**config.mk**
```make
export PLATFORM = sky130hd
export DESIGN_NAME = wb_arbiter
export DESIGN_NICKNAME = d
export VERILOG_FILES = /design/src/rtl/wb_arbiter_pkg.sv /design/src/rtl/wb_arbiter_fifo.sv /design/src/rtl/wb_arbiter.sv
export SDC_FILE = /design/constraint.sdc
export NUM_CORES = 1
export LEC_CHECK = 0
export CAP_MARGIN = 20
export CORE_MARGIN = 2
export CORE_UTILIZATION = 50
export DETAILED_ROUTE_END_ITERATION = 16
export PLACE_DENSITY = 0.8
export REMOVE_ABC_BUFFERS = 1
export SETUP_SLACK_MARGIN = 0.4
export SLEW_MARGIN = 5
export SYNTH_ARGS = -nofsm -noshare
export SYNTH_HDL_FRONTEND = slang
export SYNTH_SLANG_ARGS = --single-unit
```
**constraint.sdc**
```tcl
create_clock -name clk -period 3.7 [get_ports clk]
set_clock_uncertainty 0.15 [all_clocks]
set_input_delay 0.74 -clock clk [delete_from_list [all_inputs] [get_ports clk]]
set_output_delay 0.74 -clock clk [all_outputs]
set_load 0.005 [all_outputs]
```
**src/rtl/wb_arbiter_pkg.sv**
```systemverilog
// Shared widths, the hard-wired zero register and the write-back request layout.
package wb_arbiter_pkg;

  localparam int ADDR_W_DEF = 5;
  localparam int DATA_W_DEF = 32;
  localparam int REG_ZERO   = 0;

  typedef struct packed {
    logic [ADDR_W_DEF-1:0] wa;
    logic [DATA_W_DEF-1:0] wd;
  } wb_req_t;

endpackage

```
**src/rtl/wb_arbiter_fifo.sv**
```systemverilog
// Synchronous FIFO buffering long-unit results; zero-latency head via dout.
// Pushes when full and pops when empty are ignored.
module wb_fifo #(
  parameter int W     = 37,
  parameter int DEPTH = 2
) (
  input  logic                     clk,
  input  logic                     rst_n,
  input  logic                     push,
  input  logic                     pop,
  input  logic [W-1:0]             din,
  output logic [W-1:0]             dout,
  output logic                     full,
  output logic                     empty,
  output logic [$clog2(DEPTH):0]   count
);

  localparam int PW = $clog2(DEPTH);

  logic [W-1:0]  mem [DEPTH];
  logic [PW-1:0] wr_ptr;
  logic [PW-1:0] rd_ptr;
  logic          do_push;
  logic          do_pop;

  assign full    = (count == (PW+1)'(DEPTH));
  assign empty   = (count == '0);
  assign do_push = push && !full;
  assign do_pop  = pop && !empty;
  assign dout    = mem[rd_ptr];

  // Storage carries no reset; validity is tracked entirely by count.
  always_ff @(posedge clk) begin
    if (do_push) begin
      mem[wr_ptr] <= din;
    end
  end

  // DEPTH is a power of two, so the pointers wrap by natural overflow.
  always_ff @(posedge clk) begin
    if (!rst_n) begin
      wr_ptr <= '0;
      rd_ptr <= '0;
      count  <= '0;
    end else begin
      if (do_push) wr_ptr <= wr_ptr + 1'b1;
      if (do_pop)  rd_ptr <= rd_ptr + 1'b1;
      case ({do_push, do_pop})
        2'b10:   count <= count + 1'b1;
        2'b01:   count <= count - 1'b1;
        default: count <= count;
      endcase
    end
  end

endmodule

```
**src/rtl/wb_arbiter.sv**
```systemverilog
// Merges pipeline write-back (priority) and buffered long-unit results onto one
// register-file write port, one-cycle latency; tracks pending long-op destinations.
module wb_arbiter
  import wb_arbiter_pkg::*;
#(
  parameter int DATA_W     = DATA_W_DEF,
  parameter int ADDR_W     = ADDR_W_DEF,
  parameter int FIFO_DEPTH = 2,
  parameter int STARVE_MAX = 4
) (
  input  logic                 clk,
  input  logic                 rst_n,
  input  logic                 pipe_we,
  input  logic [ADDR_W-1:0]    pipe_wa,
  input  logic [DATA_W-1:0]    pipe_wd,
  output logic                 pipe_stall,
  input  logic                 lu_valid,
  output logic                 lu_ready,
  input  logic [ADDR_W-1:0]    lu_wa,
  input  logic [DATA_W-1:0]    lu_wd,
  input  logic                 iss_valid,
  input  logic [ADDR_W-1:0]    iss_wa,
  output logic                 iss_ready,
  output logic [2**ADDR_W-1:0] busy,
  output logic                 regwrite,
  output logic [ADDR_W-1:0]    wa,
  output logic [DATA_W-1:0]    wd
);

  localparam int                REQ_W  = ADDR_W + DATA_W;
  localparam int                CW     = $clog2(FIFO_DEPTH) + 1;
  localparam int                SW     = $clog2(STARVE_MAX + 1);
  localparam logic [ADDR_W-1:0] ZERO_A = ADDR_W'(REG_ZERO);

  logic [REQ_W-1:0]    fifo_dout;
  logic                fifo_full;
  logic                fifo_empty;
  logic [CW-1:0]       fifo_count;
  logic                fifo_push;
  logic                pipe_sel;
  logic                pop;
  logic                iss_set;
  logic [ADDR_W-1:0]   head_wa;
  logic [DATA_W-1:0]   head_wd;
  logic [SW-1:0]       starve_cnt;
  logic [2**ADDR_W-1:0] busy_nxt;

  // Readiness comes from the registered occupancy only, so a same-cycle pop
  // never opens a combinational path from the write port back to the source.
  assign lu_ready  = (fifo_count < CW'(FIFO_DEPTH)) && rst_n;
  assign fifo_push = lu_valid && lu_ready && !fifo_full && (lu_wa != ZERO_A);

  assign head_wa   = fifo_dout[DATA_W +: ADDR_W];
  assign head_wd   = fifo_dout[DATA_W-1:0];

  assign pipe_sel  = pipe_we && (pipe_wa != ZERO_A);
  assign pop       = !pipe_sel && !fifo_empty;

  assign iss_ready = !busy[iss_wa] && rst_n;
  assign iss_set   = iss_valid && iss_ready && (iss_wa != ZERO_A);

  wb_fifo #(
    .W     (REQ_W),
    .DEPTH (FIFO_DEPTH)
  ) u_fifo (
    .clk   (clk),
    .rst_n (rst_n),
    .push  (fifo_push),
    .pop   (pop),
    .din   ({lu_wa, lu_wd}),
    .dout  (fifo_dout),
    .full  (fifo_full),
    .empty (fifo_empty),
    .count (fifo_count)
  );

  // A new issue to the register being retired this cycle must stay pending.
  always_comb begin
    busy_nxt = busy;
    if (pop)     busy_nxt[head_wa] = 1'b0;
    if (iss_set) busy_nxt[iss_wa]  = 1'b1;
    busy_nxt[0] = 1'b0;
  end

  always_ff @(posedge clk) begin
    if (!rst_n) begin
      regwrite   <= 1'b0;
      wa         <= '0;
      wd         <= '0;
      busy       <= '0;
      starve_cnt <= '0;
      pipe_stall <= 1'b0;
    end else begin
      regwrite <= pipe_sel || pop;
      if (pipe_sel) begin
        wa <= pipe_wa;
        wd <= pipe_wd;
      end else if (pop) begin
        wa <= head_wa;
        wd <= head_wd;
      end
      busy <= busy_nxt;

      if (pop || fifo_empty) begin
        starve_cnt <= '0;
      end else if (starve_cnt != SW'(STARVE_MAX)) begin
        starve_cnt <= starve_cnt + 1'b1;
      end

      if (pop) begin
        pipe_stall <= 1'b0;
      end else if (starve_cnt >= SW'(STARVE_MAX - 1)) begin
        pipe_stall <= 1'b1;
      end
    end
  end

endmodule
```
==> impl_metrics.ini <==
[clock_network]
cts_tree = yes
cts_setup_buffers = 0
ctsResizeCount = 16
hold_buffers = 0
cts-htree-levels = 4
clk_pin_slew_ns = 0.06
clock_latency_ns = 0.42
cts_root_buf = clkbuf_16
cts.sinks = 152
cts_made_buffers = 17
clockBufferDepth = 2

[critical_path]
crit_fanout = 6
start_kind = primary input
worstRegToRegCells = 4
arrival_ns = 2.32
crit_required_ns = 2.81
crit_start = iss_wa[1]
path_class = in2out
r2r_end = busy[14]$_SDFF_PN0_
r2r_slack_ns = 1.39
end_kind = output port
endpoint = iss_ready

[pwr]
power_w = 0.00487
power_density_nw_per_um2 = 547
ir_worst_vdd_mv = 0.391
power.leakage_nw = 2.98

[floorplanning]
design.core.area_um2 = 12700
die_x_um = 119
die_y_um = 119
die-area_um2 = 14100
initial_core_util_pct = 51.8
num_rows = 41
pin_count = 157

[logic_synthesis]
yosys_warnings = 0
ys_ff_latch = 152
synth.area.top_cells = edfxtp_1, dfxtp_1, mux2i_1, nand2_1, o211ai_1
yosysSeqAreaShare_pct = 57.5
synth_flop_cell = dfxtp_1
synth_edf_count = 74
syn_area_per_cell_um2 = 11.9
netlist_area_um2 = 6580
ys_top_cells_by_count = nand2_1, dfxtp_1, edfxtp_1
synthArstFlopShare_pct = 0
synth_cell_types = 52
yosysMostFrequentCell = nand2_1
synth_area_leader_cell = edfxtp_1
syn_inst = 554
synth_top_area_share_pct = 33.8

[sta]
hold_viol = 0
period_share_pct = 86.8
slew_violations = 0
fmax_mhz = 311
rsz0062_at_grt = no
slew_headroom_pct = 26.4
tns_ns = 0
whs_ns = 0.389
worstMarginPinSlew_ns = 1.10
setup_viol = 0
post-route-min-period_ns = 3.21

[route]
drtAntennaViolNets = 0
avgRoutedWirePerCell_um = 19.5
wl_mm = 17.3
first_iter_violations = 401
drc = 0
firstDrtPassIters = 5
num_vias = 5218
viasPerCell = 5.88

[finish]
area_growth_pct = 35.2
antenna_cells = 0
nFillCells = 948
nNetsFinal = 790
drive_above_1_share_pct = 9.65

[global_route]
grt_max_degree = 79
grt.total_usage_pct = 25.2
grt_overflow_total = 0
antenna_found_initial = 0
grt_pass1_vias = 5375
grt_pass1_wl_mm = 28.0

[placed_design]
dp_hpwl_mm = 11.7
place.gp.congestion = 0.890
io_buffer_count = 155

[worst_hold_path]
min_from = u_fifo.rd_ptr$_SDFFE_PN0P_
hold_path.class = reg2reg

[outcome]
status = finished, final reports clean

[run]
maxCapViolCount = 0
[worst min-delay path by stage]
stage                                             to  slack (ns)  depth (start not counted)
after floorplan           starve_cnt[1]$_SDFFE_PP0P_        0.32                          2
after detailed placement                    register        0.37                          2
after global placement    starve_cnt[1]$_SDFFE_PP0P_        0.32                          2
final                                       register        0.39                          2
after CTS                                   register        0.37                          2
after global routing      starve_cnt[1]$_SDFFE_PP0P_        0.41                          2
[worst max-delay path, cell delays in order]
cell and delay (ns):
buf_6 0.11, mux4_2 0.50, mux4_2 0.48, nand2_1 0.09, o2111a_1 0.18, dlygate4sd2_1 0.23
[cells in the final DEF, fill, tap and decap left out, types with 3 or more instances in the layout]
| cell | Yosys | routed |
|---|---|---|
| a21boi_0 | 35 | 35 |
| nand2b_1 | 7 | 7 |
| clkbuf_1 | 27 | 4 |
| buf_4 | 3 | 15 |
| nand4_1 | 28 | 28 |
| a41oi_1 | 3 | 3 |
| mux4_2 | 7 | 10 |
| a32o_1 | 28 | 28 |
| edfxtp_1 | 74 | 74 |
| nand3_1 | 4 | 4 |
| and2_1 | 4 | 4 |
| ha_1 | 4 | 4 |
| nand2_1 | 84 | 84 |
| o32ai_1 | 4 | 4 |
| nor2_1 | 9 | 7 |
| mux2i_1 | 36 | 36 |
| bufinv_16 | 0 | 3 |
| dfxtp_1 | 78 | 77 |
| inv_1 | 8 | 8 |
| o211ai_1 | 39 | 39 |
| a21boi_1 | 5 | 5 |
| nor3_1 | 5 | 5 |
| o22ai_1 | 4 | 4 |
| clkbuf_16 | 0 | 17 |
| clkinv_2 | 0 | 5 |
| nor2b_1 | 5 | 5 |
| a31o_2 | 3 | 3 |
| clkdlybuf4s50_1 | 0 | 150 |
| xnor2_1 | 3 | 3 |
[flip-flops by register name, summed over array words and instances, names as in the netlist, named ones only]
register and flops:
u_fifo.rd_ptr 1, pipe_stall 1, wd 32, regwrite 1, busy 31, u_fifo.mem 74
starve_cnt 3, u_fifo.wr_ptr 1, wa 5, u_fifo.count 2
[kinds of logic (layout without fill, tap and decap cells)]
| family | after synthesis | count (layout) | synth area share, % |
|---|---|---|---|
| adders and majority gates | 4 | 4 | 0.760 |
| xor gates and xnor gates | 3 | 3 | 0.399 |
| DFF | 152 | 152 | 57.5 |
| and+or+nand+nor | 157 | 157 | 11.3 |
| other | 1 | 1 | 0.0570 |
| AOI/OAI and AO/OA | 137 | 137 | 17.1 |
| muxes | 48 | 48 | 9.41 |
| buffers and inverters | 52 | 213 | 3.44 |
[through the flow]
step	setup WS (ns)	cells	utilization [%]	cell area, um^2
final	0.487	887	70.0	8900
after global routing	0.411	887	70.0	8900
after CTS	0.477	884	69.6	8850
after detailed placement	-0.399	852	65.1	8280
after global placement	-0.373	852	65.1	8280
after floorplan	0.268	510	-	6390
[power breakdown]
part           switching [W]  internal, W  total [W]
Combinational       0.000642     0.000508    0.00115
Sequential         0.0000874      0.00192    0.00201
Clock               0.000634      0.00107    0.00170
Total                0.00136      0.00350    0.00487
[layout make-up]
class | count | area (um^2) | area share, %
Clock buffer | 22 | 454 | 5.10
Inverter | 8 | 30.0 | 0.337
Clock inverter | 10 | 128 | 1.43
Timing Repair Buffer | 173 | 1700 | 19.1
Sequential cell | 152 | 3780 | 42.5
Multi-Input combinational cell | 350 | 2580 | 29.0
Tap cell | 172 | 215 | 2.42
[per-layer routing]
| metal | track usage [%] | vias to the layer above | wire length (um) |
|---|---|---|---|
| met5 | 0 | - | 0 |
| li1 | - | 2444 | - |
| met4 | 9.45 | 0 | 255 |
| met1 | 29.7 | 2538 | 6960 |
| met2 | 42.4 | 215 | 8620 |
| met3 | 8.88 | 21 | 1450 |
Power figures use the tool's default switching activity.
